==> src/rtl/alu_seq_pkg.sv <==
`default_nettype none
// +----------------------------------------------------------------------+
// | Module   : alu_seq_pkg                                               |
// | Purpose  : Opcodes, FSM states and helpers for param_alu_seq.        |
// | Revision : 1.0 - initial release                                     |
// +----------------------------------------------------------------------+
package alu_seq_pkg;

    localparam int MAX_W = 16;

    localparam logic [2:0] OP_ADD      = 3'b000;
    localparam logic [2:0] OP_SUB      = 3'b001;
    localparam logic [2:0] OP_LOGIC    = 3'b010;
    localparam logic [2:0] OP_ORRED    = 3'b011;
    localparam logic [2:0] OP_POPMATCH = 3'b100;
    localparam logic [2:0] OP_CONCAT   = 3'b101;
    localparam logic [2:0] OP_HOLD     = 3'b110;
    localparam logic [2:0] OP_MUL      = 3'b111;

    typedef enum logic [0:0] {
        ST_IDLE = 1'b0,
        ST_MUL  = 1'b1
    } state_t;

    // Operands narrower than MAX_W are zero-extended by the caller.
    function automatic logic [4:0] popcount(input logic [MAX_W-1:0] v);
        logic [4:0] c;
        c = '0;
        for (int i = 0; i < MAX_W; i++) begin
            c = c + {4'b0000, v[i]};
        end
        return c;
    endfunction

endpackage
`default_nettype wire

==> src/rtl/param_alu_seq_if.sv <==
`default_nettype none
// +----------------------------------------------------------------------+
// | Module   : param_alu_seq_if                                          |
// | Purpose  : Issue handshake, operands and result/status bundle.       |
// | Revision : 1.0 - initial release                                     |
// +----------------------------------------------------------------------+
interface param_alu_seq_if #(
    parameter int W = 4
);
    logic           in_valid;
    logic           in_ready;
    logic [2:0]     op;
    logic           sel_b_acc;
    logic [W-1:0]   in_a;
    logic [W-1:0]   in_b;
    logic [2*W-1:0] acc;
    logic           out_valid;
    logic           carry;
    logic           zero;
    logic           busy;

    modport master (
        output in_valid, op, sel_b_acc, in_a, in_b,
        input  in_ready, acc, out_valid, carry, zero, busy
    );

    modport slave (
        input  in_valid, op, sel_b_acc, in_a, in_b,
        output in_ready, acc, out_valid, carry, zero, busy
    );
endinterface
`default_nettype wire

==> src/rtl/seq_multiplier.sv <==
`default_nettype none
// +----------------------------------------------------------------------+
// | Module   : seq_multiplier                                            |
// | Purpose  : W-step unsigned shift-add multiplier; done on last step.  |
// | Revision : 1.0 - initial release                                     |
// +----------------------------------------------------------------------+
module seq_multiplier #(
    parameter int W = 4
) (
    input  wire logic           clock,
    input  wire logic           resetn,
    input  wire logic           start,
    input  wire logic [W-1:0]   a,
    input  wire logic [W-1:0]   b,
    output logic                done,
    output logic [2*W-1:0]      product
);
    localparam int CW = $clog2(W + 1);

    logic [2*W-1:0] mcand_q, mcand_d;
    logic [W-1:0]   mplier_q, mplier_d;
    logic [2*W-1:0] prod_q, prod_d;
    logic [CW-1:0]  cnt_q, cnt_d;
    logic           active_q, active_d;
    logic [2*W-1:0] prod_next;

    always_ff @(posedge clock or negedge resetn) begin
        if (!resetn) begin
            mcand_q  <= '0;
            mplier_q <= '0;
            prod_q   <= '0;
            cnt_q    <= '0;
            active_q <= 1'b0;
        end else begin
            mcand_q  <= mcand_d;
            mplier_q <= mplier_d;
            prod_q   <= prod_d;
            cnt_q    <= cnt_d;
            active_q <= active_d;
        end
    end

    always_comb begin
        prod_next = prod_q + (mplier_q[0] ? mcand_q : '0);
        mcand_d   = mcand_q;
        mplier_d  = mplier_q;
        prod_d    = prod_q;
        cnt_d     = cnt_q;
        active_d  = active_q;
        if (start) begin
            mcand_d  = {{W{1'b0}}, a};
            mplier_d = b;
            prod_d   = '0;
            cnt_d    = CW'(W);
            active_d = 1'b1;
        end else if (active_q) begin
            prod_d   = prod_next;
            mcand_d  = mcand_q << 1;
            mplier_d = mplier_q >> 1;
            cnt_d    = cnt_q - 1'b1;
            if (cnt_q == CW'(1)) begin
                active_d = 1'b0;
            end
        end
    end

    // The final step's partial sum is the product, so it is exposed combinationally.
    assign done    = active_q && (cnt_q == CW'(1));
    assign product = prod_next;

endmodule
`default_nettype wire

==> src/rtl/param_alu_seq.sv <==
`default_nettype none
// +----------------------------------------------------------------------+
// | Module   : param_alu_seq                                             |
// | Purpose  : W-bit ALU with 2W-bit accumulator, flags and seq. MUL.    |
// |            Define ALU_SAT_EN for saturating ADD/SUB.                 |
// | Revision : 1.0 - initial release                                     |
// +----------------------------------------------------------------------+
module param_alu_seq
    import alu_seq_pkg::*;
#(
    parameter int W = 4
) (
    input  wire logic        clock,
    input  wire logic        resetn,
    param_alu_seq_if.slave   bus
);
    localparam int W2 = 2 * W;

    state_t          state_q, state_d;
    logic [W2-1:0]   acc_q, acc_d;
    logic            carry_q, carry_d;
    logic            zero_q, zero_d;
    logic            out_valid_q, out_valid_d;

    logic [W-1:0]    op_a, op_b;
    logic [W:0]      sum_w, diff_w;
    logic            borrow;
    logic [W2-1:0]   res;
    logic            res_carry;
    logic            mul_start;
    logic            mul_done;
    logic [W2-1:0]   mul_product;

    assign op_a = bus.in_a;
    assign op_b = bus.sel_b_acc ? acc_q[W-1:0] : bus.in_b;

    seq_multiplier #(
        .W (W)
    ) u_mul (
        .clock   (clock),
        .resetn  (resetn),
        .start   (mul_start),
        .a       (op_a),
        .b       (op_b),
        .done    (mul_done),
        .product (mul_product)
    );

    always_comb begin
        sum_w     = {1'b0, op_a} + {1'b0, op_b};
        diff_w    = {1'b0, op_a} - {1'b0, op_b};
        borrow    = (op_a < op_b);
        res       = acc_q;
        res_carry = carry_q;
        case (bus.op)
            OP_ADD: begin
`ifdef ALU_SAT_EN
                res = sum_w[W] ? {{W{1'b0}}, {W{1'b1}}} : W2'(sum_w);
`else
                res = W2'(sum_w);
`endif
                res_carry = sum_w[W];
            end
            OP_SUB: begin
`ifdef ALU_SAT_EN
                res = borrow ? '0 : W2'(diff_w);
`else
                res = W2'(diff_w);
`endif
                res_carry = borrow;
            end
            OP_LOGIC:    res = {~(op_a & op_b), ~(op_a ^ op_b)};
            OP_ORRED:    res = (|{op_a, op_b}) ? {{W{1'b0}}, {W{1'b1}}} : '0;
            OP_POPMATCH: res = ((popcount(MAX_W'(op_a)) == 5'd1) &&
                                (popcount(MAX_W'(op_b)) == 5'd2))
                               ? {{W{1'b1}}, {W{1'b0}}} : '0;
            OP_CONCAT:   res = {op_a, ~op_b};
            default:     res = acc_q;
        endcase
    end

    always_ff @(posedge clock or negedge resetn) begin
        if (!resetn) begin
            state_q     <= ST_IDLE;
            acc_q       <= '0;
            carry_q     <= 1'b0;
            zero_q      <= 1'b1;
            out_valid_q <= 1'b0;
        end else begin
            state_q     <= state_d;
            acc_q       <= acc_d;
            carry_q     <= carry_d;
            zero_q      <= zero_d;
            out_valid_q <= out_valid_d;
        end
    end

    always_comb begin
        state_d     = state_q;
        acc_d       = acc_q;
        carry_d     = carry_q;
        zero_d      = zero_q;
        out_valid_d = 1'b0;
        mul_start   = 1'b0;
        case (state_q)
            ST_IDLE: begin
                if (bus.in_valid) begin
                    if (bus.op == OP_MUL) begin
                        mul_start = 1'b1;
                        state_d   = ST_MUL;
                    end else begin
                        out_valid_d = 1'b1;
                        // HOLD pulses out_valid but leaves acc and both flags alone.
                        if (bus.op != OP_HOLD) begin
                            acc_d  = res;
                            zero_d = (res == '0);
                        end
                        if ((bus.op == OP_ADD) || (bus.op == OP_SUB)) begin
                            carry_d = res_carry;
                        end
                    end
                end
            end
            ST_MUL: begin
                if (mul_done) begin
                    acc_d       = mul_product;
                    zero_d      = (mul_product == '0);
                    out_valid_d = 1'b1;
                    state_d     = ST_IDLE;
                end
            end
            default: state_d = ST_IDLE;
        endcase
    end

    assign bus.acc       = acc_q;
    assign bus.carry     = carry_q;
    assign bus.zero      = zero_q;
    assign bus.out_valid = out_valid_q;
    assign bus.busy      = (state_q == ST_MUL);
    assign bus.in_ready  = (state_q == ST_IDLE);

endmodule
`default_nettype wire
==> src/flat_wrapper.sv <==
// flat-port wrapper written by rule: the top's interface ports become plain ports
module param_alu_seq_flat import alu_seq_pkg::*;
#(
    parameter int W = 4
)
  (clock, resetn, bus_in_valid, bus_op, bus_sel_b_acc, bus_in_a, bus_in_b, bus_in_ready, bus_acc, bus_out_valid, bus_carry, bus_zero, bus_busy);
  param_alu_seq_if #(.W(W)) bus_i ();
  input  wire logic clock;
  input  wire logic resetn;
  input wire logic [$bits(bus_i.in_valid)-1:0] bus_in_valid;
  input wire logic [$bits(bus_i.op)-1:0] bus_op;
  input wire logic [$bits(bus_i.sel_b_acc)-1:0] bus_sel_b_acc;
  input wire logic [$bits(bus_i.in_a)-1:0] bus_in_a;
  input wire logic [$bits(bus_i.in_b)-1:0] bus_in_b;
  output wire logic [$bits(bus_i.in_ready)-1:0] bus_in_ready;
  output wire logic [$bits(bus_i.acc)-1:0] bus_acc;
  output wire logic [$bits(bus_i.out_valid)-1:0] bus_out_valid;
  output wire logic [$bits(bus_i.carry)-1:0] bus_carry;
  output wire logic [$bits(bus_i.zero)-1:0] bus_zero;
  output wire logic [$bits(bus_i.busy)-1:0] bus_busy;
  assign bus_i.in_valid = bus_in_valid;
  assign bus_i.op = bus_op;
  assign bus_i.sel_b_acc = bus_sel_b_acc;
  assign bus_i.in_a = bus_in_a;
  assign bus_i.in_b = bus_in_b;
  assign bus_in_ready = bus_i.in_ready;
  assign bus_acc = bus_i.acc;
  assign bus_out_valid = bus_i.out_valid;
  assign bus_carry = bus_i.carry;
  assign bus_zero = bus_i.zero;
  assign bus_busy = bus_i.busy;
  param_alu_seq #(.W(W)) u_core (.clock(clock), .resetn(resetn), .bus(bus_i));
endmodule
==> config.mk <==
export PLATFORM = sky130hd
export DESIGN_NAME = param_alu_seq_flat
export DESIGN_NICKNAME = d
export VERILOG_FILES = /design/src/rtl/alu_seq_pkg.sv /design/src/rtl/param_alu_seq_if.sv /design/src/rtl/seq_multiplier.sv /design/src/rtl/param_alu_seq.sv /design/src/flat_wrapper.sv
export SDC_FILE = /design/constraint.sdc
export NUM_CORES = 1
export LEC_CHECK = 0
export BUFFER_PORTS_ARGS = -buffer_cell sky130_fd_sc_hd__buf_4
export CORE_MARGIN = 4
export CORE_UTILIZATION = 29
export CTS_CLUSTER_SIZE = 40
export DETAILED_ROUTE_END_ITERATION = 6
export HOLD_SLACK_MARGIN = 0.12
export PLACE_DENSITY = 0.45
export SLEW_MARGIN = 10
export SYNTH_ARGS = -nofsm -noshare
export SYNTH_HDL_FRONTEND = slang
export SYNTH_HIERARCHICAL = 1
export SYNTH_SLANG_ARGS = --single-unit
==> constraint.sdc <==
create_clock -name clock -period 3.05 [get_ports clock]
set_input_delay 0.61 -clock clock [delete_from_list [all_inputs] [get_ports clock]]
set_output_delay 0.61 -clock clock [all_outputs]
set_load 0.02 [all_outputs]
==> summary.txt <==
Final layout
  – Final net count: 411
  – Syn-to-layout area delta: 17.6%
  – Antenna cells: 0
  – Filler cell count: around 1.1k
  – Fin util: 0.353
  – Share of cells above drive strength 1: 0.187
  – Fin area: 3470 um^2

Synth
  – Cells after synthesis: 332
  – Mux share of post-synthesis cell area: 0.0794
  – Area leader, netlist: dfrtp_1
  – Main combinational cell family by area after synthesis: simple AND/OR/NAND/NOR gates
  – Mean post-synth cell area: 8.88 um^2
  – Cell variety after synth: 62
  – Syn Std Cell Area: 2950 um^2
  – Register bit count reported by yosys: 36
  – Asr flop ratio synth: 1.00
  – Net Count, Synth: 375
  – Post-synth EDFFs: 0
  – Syn. warnings: 6
  – Synth top area share: 0.297
  – Synth Area in Simple Gates: 0.199
  – Register area share after synthesis: 0.306
  – Compound-Gate Fraction of Synth Area: 0.185
  – Top FF cell, synth: dfrtp_1
  – Adder-cell share of the synthesized area: 0.132
  – Xor/xnor cell area share of the yosys netlist: 0.0327
  – Largest cells by area after synthesis: dfrtp_1 30%, ha_1 9.8%, mux2i_1 6.8%

Power
  – Flop pwr share: 0.275
  – Max VDD drop: between 300 and 400 uV
  – P_sw: 1.34 mW
  – Pwr dens: 875 nW/um^2
  – Sw Ratio: 0.442
  – Leakage: 1.54 nW
  – Int Pwr: 1.69 mW
  – Comb power frac: 0.577
  – Clock share of power: 0.148

Placed design
  – Area after DPL: 3340 um^2
  – Routability Congestion: 0.826
  – Hpwl dp: 6140 um
  – Worst slack, placed: -0.119 ns
  – PortBufs: 27

Setup path
  – Worst Setup Path Type: in2reg
  – Crit. End Element: flop
  – Startpoint Class: input pin
  – CP required: 3.27 ns
  – CP Max Fanout: 4
  – Worst EP arrival: 3.13 ns
  – FF-to-FF setup slack: 0.22 ns

STA
  – Final Skew: just over 0.009 ns
  – Slack of the critical path: 0.138 ns
  – Tcrit/Tclk final: 0.955
  – Slew Limit Fails: 0
  – Hold Fails Final Rpt: 0
  – Headroom to the max-slew limit: 0.669
  – Min Hold Slack: 0.274 ns
  – Fmax: around 0.34 GHz
  – Final setup vio count: 0
  – Post-route minimum period: 2.91 ns
  – Worst-margin pin slew: 0.496 ns

Detailed routing
  – Number of nets with antenna violations after routing: 0
  – Post-DR vias/cell: 5.01
  – DR WL/cell: 16.1 um
  – Routed WL: 8070 um
  – # DRC: 0
  – Vias: 2514
  – 1st-iter DRT viols: about 140
  – First-pass DRT Iterations: 4

GRT
  – Antenna violations before repair: 0
  – Largest net degree at the start of global routing: 37
  – Vias in the first global route: 2510
  – GRT Total Usage: 0.145
  – Overflow left after global routing: 0
  – First-pass GRT wire length: approximately 13000 um

Floorplan
  – Core ar.: 9820 um^2
  – Row count: 36
  – Die height: 109 um
  – Die Wd: about 110 um
  – Initial Utilization: 0.300
  – Die area: 11800 um^2
  – IO Pins: 28

Clocking
  – H-tree depth: 2
  – CTS resizes: 0
  – Clk sinks: 36
  – Clock latency on the worst-skew pair: 0.29 ns
  – Hold_buf cts: 0
  – Root buffer cell: clkbuf_8
  – CTS Buf Count: 5
  – CTS clk-pin slew, worst paths: 0.09 ns
  – CTS max path bufs: 2
  – CTS tree: built
  – Post-CTS Setup Inserts: 0

Worst hold path
  – Hold Crit Class: in2async

Outcome
  – Run status: complete, no violations

Flow run
  – Max-cap violations: 0
worst max-delay path, stage by stage:
cell and delay [ns]:
buf_4 0.12, mux2_2 0.28, inv_1 0.09, fa_1 0.53, inv_1 0.04, ha_1 0.17, ha_1 0.27, nor4bb_1 0.35
a21oi_1 0.13, nor2_1 0.15, a211oi_2 0.06, a21o_1 0.19, a21oi_1 0.14
placed cells by master (no fill, tap or decap), types with 6 or more instances in the layout:
master / instances
mux2i_1: 19
nand2b_1: 7
inv_1: 16
o211ai_1: 6
ha_1: 23
nand2_1: 32
xnor2_1: 9
and2_1: 10
a21oi_1: 19
o21ai_0: 24
dfrtp_1: 35
buf_4: 46
nor2_1: 29
cell families after synthesis:
logic type	after synthesis
and+or+nand+nor	115
AOI/OAI and AO/OA	84
DFF	36
buffers and inverters	35
adders and majority gates	28
muxes	23
xor gates and xnor gates	11
per-stage QoR:
| stage | TNS, ns | instances | power, mW |
|---|---|---|---|
| after CTS | 0 | 502 | 3.05 |
| after floorplan | 0 | 332 | 2.05 |
| after global placement | -0.129 | 494 | 2.58 |
| after detailed placement | -0.227 | 494 | 2.58 |
| final | 0 | 502 | 3.03 |
| after global routing | -0.0115 | 502 | 3.31 |
final timing paths:
| check | startpoint | end | cells past startpoint |
|---|---|---|---|
| max | bus_sel_b_acc | u_core/bus.acc[4] | 13 |
| min reg2reg | u_core/u_mul/prod_q[5] | u_core/u_mul/prod_q[5] | 1 |
| max reg2reg | u_core/bus.acc[0] | u_core/bus.acc[4] | 12 |
| max in group asynchronous | resetn | u_core/bus.zero | 1 |
| min in group clock | u_core/u_mul/prod_q[5] | u_core/u_mul/prod_q[5] | 1 |
| min | resetn | u_core/u_mul/mcand_q[7] | 1 |
layer usage:
layer  GRT usage  part of all wire  up-vias
met5           0                 0        -
met4      0.0451             0.014        0
met3      0.0172             0.031        7
met2       0.210              0.44       41
met1       0.222              0.51     1207
li1            -                 -     1259
synth_stat cells, types with 2 or more instances:
library cell and n:
nand3_1 4, mux2_2 2, nand2_1 32, buf_2 6, buf_6 3, o21ai_0 24, a21oi_1 19, and3_1 2
nor4bb_1 2, dfrtp_1 35, a211o_1 2, ha_1 23, a21o_1 3, clkbuf_8 2, o31ai_1 2, a22o_1 2
xnor2_1 9, nand3b_1 3, inv_2 2, nand2b_1 7, nor2b_1 2, fa_1 5, o21bai_1 3, nor4_1 5
o22ai_1 5, buf_4 3, clkbuf_1 3, mux2i_1 20, a211oi_1 3, nor2_1 30, inv_1 16, nor3_1 4
nor3b_1 4, xor2_1 2, o211ai_1 6, o21a_1 2, and2_1 10
sequential cells by signal (all words and copies together) (netlist names):
register,count
u_core/bus.acc,8
u_core/bus.busy,1
u_core/bus.carry,1
u_core/bus.out_valid,1
u_core/bus.zero,1
u_core/u_mul/active_q,1
u_core/u_mul/cnt_q,3
u_core/u_mul/mcand_q,8
u_core/u_mul/mplier_q,4
u_core/u_mul/prod_q,8
power groups by stage:
stage          registers, mW  logic [mW]  clock network, mW
6_report               0.834        1.75              0.448
5_1_grt                0.867        1.96              0.483
4_1_cts                0.835        1.75              0.466
3_5_place_dp           0.844        1.74                  0
3_3_place_gp           0.841        1.74                  0
2_1_floorplan          0.874        1.18                  0
final cells by class:
class | instances | area (um^2) | share of cell area
flip-flops and latches | 36 | 902 | 0.260
multi-input cells | 261 | 1870 | 0.540
clock buffers | 5 | 68.8 | 0.0198
well taps | 133 | 166 | 0.0480
inverters | 18 | 67.6 | 0.0195
clock inverters | 3 | 46.3 | 0.0134
repair buffers | 46 | 345 | 0.0996
No activity file was read; power rests on OpenSTA's default activity.
